<file path="src/rtl/fifo_load_ctrl.sv">
// fifo_load_ctrl
// Sequences the five-operand FIFO bank (R2, N, M, phi_N, Ei) of the Montgomery
// RSA datapath. A single 32-bit host stream is written into the bank one
// operand after another. The controller then serves word-read requests from
// the exponentiation engine. Per-FIFO occupancy counters keep reads within
// what was written and detect the end of the serve phase.
//
// Ports:
//   clka, rstn            clock; synchronous active-low reset
//   start                 one-cycle pulse, begins a load sequence from IDLE
//   host_valid/host_data  host word stream
//   host_ready            high while loading (combinational)
//   din, wr_en[4:0]       registered write data / one-hot write enables
//   rd_req, rd_sel[2:0]   engine read request and FIFO index
//   rd_en[4:0]            registered one-hot read enables
//   rd_valid              requested word is on the bank dout
//   load_done, all_done   one-cycle completion pulses
//   err                   sticky illegal-request flag, cleared by reset/start
module fifo_load_ctrl #(
    parameter int NWORDS = 32,
    parameter int CNT_W  = 8
) (
    input  logic        clka,
    input  logic        rstn,
    input  logic        start,
    input  logic        host_valid,
    input  logic [31:0] host_data,
    output logic        host_ready,
    output logic [31:0] din,
    output logic [4:0]  wr_en,
    input  logic        rd_req,
    input  logic [2:0]  rd_sel,
    output logic [4:0]  rd_en,
    output logic        rd_valid,
    output logic        load_done,
    output logic        all_done,
    output logic        err
);

    typedef enum logic [1:0] {
        IDLE,
        LOAD,
        SERVE
    } state_t;

    localparam logic [CNT_W-1:0] LAST_WORD = CNT_W'(NWORDS - 1);

    state_t           state;
    state_t           state_nx;
    logic [2:0]       op_idx;
    logic [CNT_W-1:0] word_cnt;
    logic [CNT_W-1:0] occ [5];

    logic accept;
    logic last_word;
    logic sel_nonzero;
    logic rd_ok;
    logic all_empty;

    // NOTE: every signal written here gets a default first, so no path
    // through the block can leave a value held and infer a latch.
    always_comb begin
        host_ready  = (state == LOAD);
        accept      = host_ready && host_valid;
        last_word   = (op_idx == 3'd4) && (word_cnt == LAST_WORD);
        sel_nonzero = 1'b0;
        all_empty   = 1'b1;
        // Looping over legal indices avoids indexing the counter array with
        // an out-of-range rd_sel (5..7).
        for (int k = 0; k < 5; k++) begin
            if (occ[k] != '0) all_empty = 1'b0;
            if ((rd_sel == 3'(k)) && (occ[k] != '0)) sel_nonzero = 1'b1;
        end
        rd_ok = (state == SERVE) && rd_req && sel_nonzero;
    end

    always_comb begin
        state_nx = state;
        unique case (state)
            IDLE:    if (start) state_nx = LOAD;
            LOAD:    if (accept && last_word) state_nx = SERVE;
            // The last decrement lands on the edge before this test sees all
            // counters at zero, so the exit coincides with the final rd_valid.
            SERVE:   if (all_empty) state_nx = IDLE;
            default: state_nx = IDLE;
        endcase
    end

    // NOTE: sequential state uses non-blocking assignments so every register
    // samples pre-edge values regardless of statement order.
    always_ff @(posedge clka) begin
        if (!rstn) state <= IDLE;
        else       state <= state_nx;
    end

    always_ff @(posedge clka) begin
        if (!rstn) begin
            op_idx    <= '0;
            word_cnt  <= '0;
            din       <= '0;
            wr_en     <= '0;
            rd_en     <= '0;
            rd_valid  <= 1'b0;
            load_done <= 1'b0;
            all_done  <= 1'b0;
            err       <= 1'b0;
            // NOTE: the occupancy counters are reset explicitly; they must
            // agree with the FIFO bank, which is emptied by the same reset.
            for (int k = 0; k < 5; k++) occ[k] <= '0;
        end else begin
            wr_en     <= '0;
            rd_en     <= '0;
            load_done <= 1'b0;
            // The bank registers its read, so data follows rd_en by a cycle.
            rd_valid  <= |rd_en;
            all_done  <= (state == SERVE) && all_empty;

            if ((state == IDLE) && start) begin
                op_idx   <= '0;
                word_cnt <= '0;
                err      <= 1'b0;
            end

            if (accept) begin
                din       <= host_data;
                wr_en     <= 5'b00001 << op_idx;
                load_done <= last_word;
                if (word_cnt == LAST_WORD) begin
                    word_cnt <= '0;
                    op_idx   <= last_word ? 3'd0 : op_idx + 3'd1;
                end else begin
                    word_cnt <= word_cnt + 1'b1;
                end
            end

            if (rd_ok) begin
                rd_en <= 5'b00001 << rd_sel;
            end else if (rd_req) begin
                // Bad index, empty FIFO, or request outside SERVE.
                err <= 1'b1;
            end

            // Increments only occur in LOAD and decrements only in SERVE.
            for (int k = 0; k < 5; k++) begin
                if (accept && (op_idx == 3'(k))) occ[k] <= occ[k] + 1'b1;
                if (rd_ok && (rd_sel == 3'(k)))  occ[k] <= occ[k] - 1'b1;
            end
        end
    end

endmodule
</file>
<file path="config.mk">
export PLATFORM = sky130hd
export DESIGN_NAME = fifo_load_ctrl
export DESIGN_NICKNAME = d
export VERILOG_FILES = /design/src/rtl/fifo_load_ctrl.sv
export SDC_FILE = /design/constraint.sdc
export NUM_CORES = 1
export LEC_CHECK = 0
export CORE_MARGIN = 3
export CORE_UTILIZATION = 38
export DETAILED_ROUTE_END_ITERATION = 7
export GPL_TIMING_DRIVEN = 0
export PLACE_DENSITY_LB_ADDON = 0.08
export SLEW_MARGIN = 0
export SYNTH_ARGS = -nofsm -noshare
export SYNTH_HDL_FRONTEND = slang
export SYNTH_SLANG_ARGS = --single-unit
</file>
<file path="constraint.sdc">
create_clock -name clka -period 3.5 [get_ports clka]
set_clock_uncertainty 0.05 [all_clocks]
set_input_delay 0.525 -clock clka [delete_from_list [all_inputs] [get_ports clka]]
set_output_delay 0.525 -clock clka [all_outputs]
set_load 0.03 [all_outputs]
</file>
# Word level (Yosys, flattened, before mapping)
# Memories as Yosys holds them, arrays and structs flattened.
# Index checks and enable logic that the tools add are counted.
# op_classes
add_sub_neg,12
multipliers,0
div_mod_pow,0
order_cmp,0
n_eq_ne,14
shift,2
n_mux,65
n_bitwise,10
reduce_logical,35
# op_table
cell,n
8-bit two-way mux,13
"8-bit by 1-bit adder with 8-bit output, second input constant",6
1-bit two-way mux,44
8-bit nonzero test,5
"8-bit by 1-bit subtractor with 8-bit output, second input constant",5
1-bit logical AND,22
"3-bit by 2-bit == test with 1-bit output, second input constant",4
3-bit two-way mux,4
1-bit bitwise OR,10
"1-bit by 3-bit left shift with 5-bit output, first input constant",2
"8-bit by 5-bit == test with 1-bit output, second input constant",1
"3-bit by 1-bit == test with 1-bit output, second input constant",2
"3-bit == test, second input constant",2
3-bit logical NOT,2
2-bit two-way mux,3
2-bit case mux with 3 select lines,1
5-bit OR reduction,1
"2-bit != test, second input constant",2
2-bit AND reduction,2
"3-bit by 1-bit adder with 3-bit output, second input constant",1
3-bit AND reduction,1
"2-bit by 1-bit == test with 1-bit output, second input constant",1
"2-bit == test, second input constant",1
2-bit logical NOT,1
2 further kinds,2
# totals
reg_bits,59
latchBits,0
ramBits,40
romBits,0
output_inout_bits,47
mem_count,1
# mem_list
name,depth,width,read_ports,rd_clocked_by_memory_dff,wr,line_no,rtl
occ,5,8,5,0,5,52,logic [CNT_W-1:0] occ [5];

# Logic depth before layout (Yosys ltp)
# logic_depth
word_depth,13
mapped_depth,13
mapped_depth_nobuf,13

# Worst setup path after synthesis
# No wires, ideal clock.
# synth_timing
path_kind,input to register
from,input port rstn
to,"memory occ[2][7], data pin"
arrival_ns,2.665
required_ns,3.193
setup_slack_ns,0.529
path_stages,12
path_cell_list,buf_2 -> nand4b_1 -> nor2_1 -> o211ai_1 -> inv_2 -> ha_1 -> a21o_1 -> a21oi_1 -> o21ai_0 -> o41ai_1 -> xnor2_1 -> nor2_1
# synth_rtl
element,line_no,rtl
start: declaration,24,"input logic rstn,"
end: declaration,52,

==> flow_summary.yaml <==
power:
  p_per_area_mw_per_mm2: 366
  power_mw: 2.50
  ir_worst_vdd_v: 0.000198
  power_leakage_nw: 2.61
worst_setup_path:
  reg2reg_depth: 13
  crit_start: "occ[0][5]"
  arrival_ns: 3.30
  critPathLaunchType: "register"
  r2r-end: "occ[1][7]"
  worstSetupEndpointType: "register"
  required_ns: 3.54
  rrSetupSlack_ns: 0.25
  reg2reg_from: "occ[0][5]"
  crit_end: "occ[1][7]"
  worst-setup-path-type: "register to register"
  cp_max_fo: 7
logic_synthesis:
  synth_top_family_by_area: "simple AND/OR/NAND/NOR gates"
  netlist.area_leader.share_pct: 22.4
  synth_most_common_cell: "nand2_1"
  synthSimpleGateAreaFrac_pct: 23.2
  synth_fa_ha_area_share_pct: 8.98
  seq_area_frac_synth_pct: 44.5
  synthDistinctLibCells: 55
  synth_nets: 666
  synth-edff-count: 40
  synth_seq_cells: 99
  ys.flop_type: "dfxtp_1"
  ys.warnings.count: 0
  synth.area.mux_share_pct: 0
  synth_xor_area_share_pct: 2.43
  async_reset_ff_share_pct: 0
  synth_area_sq_mm: 0.00535
  synthTopCellsByCount: "nand2_1, dfxtp_1, nor2_1"
  synth_compound_area_share_pct: 16.8
  ys_top_cells_by_area: "edfxtp_1, dfxtp_1, ha_1, nand2_1, a21boi_0"
  synthCells: 590
  avgSynthCellArea_sq_um: 9.07
  synth_top_area_cell: "edfxtp_1"
global_routing:
  antenna_found_initial: 0
  grt_max_degree: 17
  grt_first_pass_wirelength_mm: 22.2
  grt_pass1_vias: 4480
  globalRouteOverflowTotal: 0
  grt_use_total_pct: 17.2
clock_tree:
  worstSkewPairLatency_ns: 0.35
  hold_buffers: 0
  cts-root-buf: "clkbuf_16"
  cts_tree: "done"
  clock_path_buffers: 2
  cts.sinks: 99
  clkTransAtPathRegs_ns: 0.07
  numCtsBuffers: 9
  htreeDepth: 3
floorplanning:
  initial_utilization_pct: 39.6
  fp.dieH_microns: 125
  num_rows: 42
  die_area_sq_mm: 0.0155
  fp.dieW_microns: 125
  fp.coreArea_sq_mm: 0.0135
  io_pins: 87
sta:
  finalCritPeriodShare_pct: 92.9
  drv_slew: 0
  tns_ns: 0
  fin_crit_ns: 3.25
  final-setup-viol-count: 0
  hold_viol_final: 0
  max_freq_mhz: 307
  slew_headroom_pct: 35.8
  tightest_slew_ns: 0.954
routing:
  wirelength_mm: 12.9
  drt_first_iter_violations: 200
  ant_nets: 0
  drtPass1Iterations: 4
  viasPerCell: 5.14
  drc: 0
  routedWlPerCell_microns: 14.8
  vias: 4475
placed_design:
  hpwl_mm: 9.48
  gp_congestion: 0.788
  placedCellCount: 851
  port_buffers: 85
finish:
  drive_gt1_share_pct: 8.20
  nets: 766
  antenna_cells: 0
  area_growth_pct: 27.7
  n_fill_cell: 1261
  final_cells: 871
run:
  cap_violations: 0
outcome:
  status: "finished clean"
worst_hold_path:
  min_path_type: "register to register"
critical path, stage by stage (launching register included):
cell	delay, ns
edfxtp_1	0.44
nor4_4	0.36
a211oi_1	0.19
nor2_2	0.21
nand2_1	0.09
nand3_2	0.16
inv_4	0.08
ha_1	0.27
a21o_1	0.17
a21oi_1	0.22
o21ai_1	0.16
o41ai_2	0.39
xnor2_1	0.16
nor2_1	0.05
power breakdown:
group,internal (mW),total [mW],switching (mW)
logic,0.136,0.302,0.165
clock network,0.483,0.924,0.441
registers,1.24,1.28,0.0355
layer usage:
layer  vias up  track usage [%]  wire [microns]
met4         0             6.90             206
met3        12             3.90             743
met2       102             27.3            6050
li1       2281                -               -
met5         -                0               0
met1      2080             22.8            5870
layout by cell type, fill, tap and decap left out, types with 5 or more instances in the layout:
cell             count
a21boi_0            42
a21o_1               5
a21oi_1             16
and3_1               8
buf_1                5
buf_2               10
clkbuf_1             9
clkbuf_16            9
clkdlybuf4s50_1     82
dfxtp_1             59
edfxtp_1            40
ha_1                32
inv_1               27
nand2_1             98
nand3_1             17
nor2_1              49
nor2_2               5
nor2b_1             14
nor3_1              20
nor3b_1              9
nor4_1               7
nor4_4               5
o21a_1               6
o21ai_0             21
o21ai_1              6
xnor2_1              5
xor2_1               8
sequential cells by signal (all words and copies together) (netlist names):
| name | count |
|---|---|
| word_cnt | 8 |
| load_done | 1 |
| rd_en | 5 |
| op_idx | 3 |
| rd_valid | 1 |
| all_done | 1 |
| din | 32 |
| occ | 40 |
| wr_en | 5 |
| err | 1 |
| state | 2 |
per-stage QoR:
| stage | util, % | cell area, sq um | setup WS [ns] | hold slack [ns] |
|---|---|---|---|---|
| finish | 50.6 | 6840 | 0.247 | 0.411 |
| global route | 50.6 | 6840 | -0.00303 | 0.444 |
| CTS | 49.7 | 6710 | 0.0138 | 0.417 |
| detailed placement | 47.6 | 6420 | -0.461 | 0.409 |
| global placement | 47.6 | 6420 | -0.462 | 0.400 |
| floorplan | - | 5350 | 0.529 | 0.422 |
layout make-up:
class	count	area (sq um)	area share [%]
clock buffers	10	229	3.35
multi-input cells	436	2860	41.8
inverters	32	123	1.79
repair buffers	89	885	12.9
clock inverters	6	40.0	0.586
plain buffers	23	98.8	1.45
flip-flops and latches	99	2380	34.8
well taps	176	220	3.22
timing repair:
item / in CTS / in global routing
gates cloned: 0 / 0
endpoints found under the hold margin: 0 / 0
buffers inserted: 1 / 3
gates resized for setup: 2 / 23
pin swaps: 1 / 2
endpoints found under the setup margin: 5 / 10
how the worst min path moves through the flow:
stage | cells past startpoint | startpoint | slack [ns] | end
finish | 2 | din[14] | 0.41 | din[14]
global route | 2 | din[4] | 0.44 | din[4]
CTS | 2 | din[14] | 0.42 | din[14]
detailed placement | 2 | din[14] | 0.41 | din[14]
global placement | 2 | din[22] | 0.40 | din[22]
floorplan | 1 | state[1] | 0.42 | state[0]
logic make-up (layout without fill, tap and decap cells):
family	Yosys count	after routing
AO/OA/AOI/OAI	129	129
buffers and inverters	55	160
AND/OR/NAND/NOR	257	257
XOR/XNOR	14	14
adder cells (fa/ha/maj)	36	36
flip-flops	99	99
Note: power is estimated with default switching activity, not from simulation.
